[config.mk]
export PLATFORM = sky130hd
export DESIGN_NAME = alu_arbiter
export DESIGN_NICKNAME = d
export VERILOG_FILES = /design/src/rtl/alu_arbiter.sv
export SDC_FILE = /design/constraint.sdc
export NUM_CORES = 1
export LEC_CHECK = 0
export CORE_MARGIN = 2
export CORE_UTILIZATION = 34
export DETAILED_ROUTE_END_ITERATION = 6
export PLACE_DENSITY = 0.79
export SYNTH_ARGS = -nofsm -noshare
export SYNTH_HDL_FRONTEND = slang
export SYNTH_SLANG_ARGS = --single-unit
[constraint.sdc]
create_clock -name clock -period 2.1 [get_ports clock]
set_input_delay 0.525 -clock clock [delete_from_list [all_inputs] [get_ports clock]]
set_output_delay 0.525 -clock clock [all_outputs]
set_load 0.01 [all_outputs]
[src/rtl/alu_arbiter.sv]
// alu_arbiter: shares one external 8-bit ALU between two requesters.
// Round-robin grant, valid/ready request and response handshakes, and a
// single operation in flight (IDLE -> EXEC -> RESP -> IDLE).
// The zero flag is derived locally from the captured result.
// Optional feature macro: ALU_ARB_STATS_EN adds saturating 16-bit per-requester
// grant counters (grantCount0, grantCount1).
module alu_arbiter #(
  parameter int WIDTH = 8
) (
  input  logic             clock,
  input  logic             reset,
  input  logic [1:0]       reqValid,
  output logic [1:0]       reqReady,
  input  logic [WIDTH-1:0] reqA0,
  input  logic [WIDTH-1:0] reqB0,
  input  logic [WIDTH-1:0] reqA1,
  input  logic [WIDTH-1:0] reqB1,
  input  logic [1:0]       reqOp0,
  input  logic [1:0]       reqOp1,
  output logic [1:0]       rspValid,
  input  logic [1:0]       rspReady,
  output logic [WIDTH-1:0] rspResult,
  output logic             rspZero,
  output logic [WIDTH-1:0] aluA,
  output logic [WIDTH-1:0] aluB,
  output logic [1:0]       aluControl,
  input  logic [WIDTH-1:0] aluResult,
  output logic             busy
`ifdef ALU_ARB_STATS_EN
  ,
  output logic [15:0]      grantCount0,
  output logic [15:0]      grantCount1
`endif
);

  typedef enum logic [1:0] {
    IDLE = 2'd0,
    EXEC = 2'd1,
    RESP = 2'd2
  } state_t;

  state_t state_r;
  logic   ptr_r;        // requester favoured when both are valid
  logic   id_r;         // owner of the operation in flight
  logic   grant_s;
  logic   any_valid_s;
  logic   accept_s;
  logic   rsp_done_s;

  // Select the candidate requester: a lone requester wins, otherwise the pointer decides.
  always_comb begin
    any_valid_s = |reqValid;
    case (reqValid)
      2'b01:   grant_s = 1'b0;
      2'b10:   grant_s = 1'b1;
      default: grant_s = ptr_r;
    endcase
  end

  // Offer ready to the granted requester only while idle and not being reset.
  always_comb begin
    if ((state_r == IDLE) && !reset && any_valid_s) begin
      reqReady = grant_s ? 2'b10 : 2'b01;
    end else begin
      reqReady = 2'b00;
    end
  end

  // Handshake qualifiers for the request and response sides.
  always_comb begin
    accept_s   = |(reqValid & reqReady);
    rsp_done_s = (state_r == RESP) && (|(rspValid & rspReady));
  end

  // Main control FSM; all ALU-facing and response outputs are registered here.
  always_ff @(posedge clock) begin
    if (reset) begin
      state_r    <= IDLE;
      ptr_r      <= 1'b0;
      id_r       <= 1'b0;
      aluA       <= {WIDTH{1'b0}};
      aluB       <= {WIDTH{1'b0}};
      aluControl <= 2'b00;
      rspValid   <= 2'b00;
      rspResult  <= {WIDTH{1'b0}};
      rspZero    <= 1'b0;
      busy       <= 1'b0;
    end else begin
      case (state_r)
        IDLE: begin
          if (accept_s) begin
            aluA       <= grant_s ? reqA1  : reqA0;
            aluB       <= grant_s ? reqB1  : reqB0;
            aluControl <= grant_s ? reqOp1 : reqOp0;
            id_r       <= grant_s;
            ptr_r      <= ~grant_s;
            busy       <= 1'b1;
            state_r    <= EXEC;
          end else begin
            state_r    <= IDLE;
          end
        end
        EXEC: begin
          // ALU is combinational: its result is valid by the end of this cycle.
          rspResult <= aluResult;
          rspZero   <= (aluResult == {WIDTH{1'b0}});
          rspValid  <= id_r ? 2'b10 : 2'b01;
          state_r   <= RESP;
        end
        RESP: begin
          if (rsp_done_s) begin
            rspValid <= 2'b00;
            busy     <= 1'b0;
            state_r  <= IDLE;
          end else begin
            state_r  <= RESP;
          end
        end
        default: begin
          rspValid <= 2'b00;
          busy     <= 1'b0;
          state_r  <= IDLE;
        end
      endcase
    end
  end

`ifdef ALU_ARB_STATS_EN
  // Per-requester saturating grant counters.
  always_ff @(posedge clock) begin
    if (reset) begin
      grantCount0 <= 16'h0000;
      grantCount1 <= 16'h0000;
    end else begin
      if (accept_s && !grant_s && (grantCount0 != 16'hFFFF)) begin
        grantCount0 <= grantCount0 + 16'h0001;
      end
      if (accept_s && grant_s && (grantCount1 != 16'hFFFF)) begin
        grantCount1 <= grantCount1 + 16'h0001;
      end
    end
  end
`endif

endmodule

==> run metrics <==
H-tree depth 2; Layout Nets 299; Fmax 488.3 MHz; layout cell share with drive strength beyond 1 18.95%; sw frac 25.26%; crit-path leading delay family simple AND/OR/NAND/NOR gates; Power, Total 1.646 mW; WP depth 4; row count 23; Largest stage delay, worst path 500 ps; largest net degree at the start of global routing 34; DP Area 0.002386 sq mm; Starting Density 35.83%; n_diodes 0; sequential fraction of the synthesis area 46.82%; Mapped Cells 148; DR vias 1509; leakage 0.9766 nW; sw power 415.8 uW; initial antenna violation count 0; CP Data Required Time 1570 ps; Area contributors post-synth dfxtp_1 (47%), a221o_1 (9.0%), nor4b_1 (7.8%); Die X 69.39 um; CTS root buf clkbuf_8; Ys Warns 0; Mapped Nets 200; pre-CTS setup slack -754.1 ps; Setup-failing EPs final 0; syn avg cell area 9.824 sq um; Final Wtd Congestion 0.7253; CTS max path bufs 2; worst skew pair latency 280 ps; crit path DAT 1520 ps; Core Area 0.004058 sq mm; WS Path Type in -> out; max-slew violation count 0; hold buffers post-CTS 0; RSZ-0062 raised after global routing no; CP endpoint kind output pin; gr usage total 16.40%; Port Buf Inserts 81; outcome finished clean; final hold vios 0; Reg power frac 44.2%; PD cells 641.1 mW/mm^2; first-pass GRT wire length 6389 um; CTS tree yes; multi-input gate area in the final layout 684.4 sq um; Relative slew margins 58.99%; VDD IR max 0.4189 mV; final setup TNS 0 ps; register area 680.7 sq um; I/O pin cnt 82; area leader, netlist dfxtp_1; clock slew at reported path FFs 70 ps; Min Hold Slack 455.6 ps; crit path max-delay cell type or4_4; R2R depth 6; vias in the first global route 1454; worst hold path depth 2; maxcap violations 0; Clock power frac 30.2%; synthesis-to-finish area growth 76.59%; CTS Sinks 34; Layout Utilization 63.27%; DIE HEIGHT 69.39 um; Yosys top cell area share 46.82%; P_int 1.230 mW; period utilization 97.52%; DRT antenna net count 0; final WL 3891 um; Post-Synthesis Cell Area 0.001454 sq mm; fillers 372; detail-routed via count per cell 5.064; Least-Margin Pin Slew 613.9 ps; #FFs+latches synth 34; critical path startpoint category primary input; GRT overflow 0; placed insts 285; Iter 0 DRT Violations 93; Finished Layout Cells 298; DR pass1 iterations 4; post-route design area 0.002567 sq mm; Critical Path, Cell by Cell dlygate4sd2_1, or4_4, nor2_1, buf_2; DRC viols 0; post-route worst setup slack 52.04 ps; CP Buf/Inv Count 2; critical path fanouts, max 3; CTS buffer count 5; Min-Delay Path Class reg -> reg; Comb pwr share 25.7%; wire length per cell 13.06 um; clk_skew 4.580 ps; Final HPWL DP 2753 um; Die ar. 0.004815 sq mm; Yosys cell types 28; fin crit period 2048 ps
==> final timing paths <==
path | startpoint | to | slack [ps]
hold / removal | rspResult[0]$_SDFFE_PP0N_ | rspResult[0]$_SDFFE_PP0N_ | 460
hold reg to reg | rspResult[0]$_SDFFE_PP0N_ | rspResult[0]$_SDFFE_PP0N_ | 460
setup / recovery | reset | reqReady[1] | 50
setup reg to reg | state_r[1]$_SDFF_PP0_ | aluA[4]$_SDFFE_PP0P_ | 210
==> routing by layer <==
metal	share of wire [%]	GRT usage (%)	wire length, um
met2	50	28.95	1963
met3	7.3	6.541	285
met5	0	0	0
met1	41	18.06	1588
met4	1.4	4.793	53
==> worst reg2reg max path, cell delays in order (launching register included) <==
cell and delay [ps]:
dfxtp_1 330, or4_4 550, buf_6 150, nor3_4 240
buf_6 180, nor4b_1 50, a221o_1 270
==> placed cells by master (no fill, tap or decap), types with 2 or more instances in the layout <==
master,n
a21oi_1,12
a221o_1,13
a22oi_1,6
buf_2,2
buf_4,18
buf_6,9
clkbuf_8,6
clkdlybuf4s50_1,76
dfxtp_1,34
ha_4,2
inv_1,6
nand2_1,17
nor2_1,8
nor3_1,2
nor3_4,2
nor4_1,2
nor4b_1,13
o41ai_1,5
==> sequential cells by signal, summed over array words and instances, names as in the netlist <==
| name | count |
|---|---|
| busy | 1 |
| id_r | 1 |
| rspResult | 8 |
| state_r | 2 |
| aluA | 8 |
| aluB | 8 |
| aluControl | 2 |
| rspZero | 1 |
| rspValid | 2 |
| ptr_r | 1 |
==> cell type report <==
class / instances / area share (%)
timing repair buffer: 106 / 39.57
multi-input combinational: 92 / 26.66
sequential: 34 / 26.51
clock buffer: 7 / 3.363
tap: 50 / 2.437
inverter: 8 / 1.267
clock inverter: 1 / 0.1949
==> power groups by stage <==
stage | Clock [mW] | Combinational (mW) | Sequential, mW
final | 0.496 | 0.423 | 0.727
after global routing | 0.541 | 0.458 | 0.735
after CTS | 0.510 | 0.426 | 0.727
after detailed placement | 0 | 0.412 | 0.741
after global placement | 0 | 0.407 | 0.739
after floorplan | 0 | 0.143 | 0.765
==> cells in the mapped netlist <==
cell and count:
ha_1 2, nor2_1 8, buf_4 3, nor4_1 2, o41ai_1 5, inv_1 8
or4_4 1, or3b_2 1, nor4b_1 13, mux2i_1 1, nand2b_1 1, dfxtp_1 34
a211oi_1 1, nor3_2 1, mux2_2 1, a221o_1 13, nor2b_1 1, nand2_1 17
nor3_4 2, buf_6 3, nand3_1 1, clkbuf_1 3, buf_2 4, a21oi_1 12
a22oi_1 6, buf_1 1, nor3_1 2, a22o_1 1
==> timing repair <==
item | in CTS | in global routing
cloned | 2 | 0
resized for setup | 34 | 2
pin swaps | 5 | 2
endpoints found under the setup margin | 24 | 14
setup buffers | 4 | 0
==> cell families after synthesis <==
logic type / share of synthesized area (%)
and+or+nand+nor: 21.34
DFF: 46.82
buffers and inverters: 8.347
muxes: 1.463
AOI/OAI and AO/OA: 20.31
adders and majority gates: 1.721
Power figures use the tool's default switching activity.
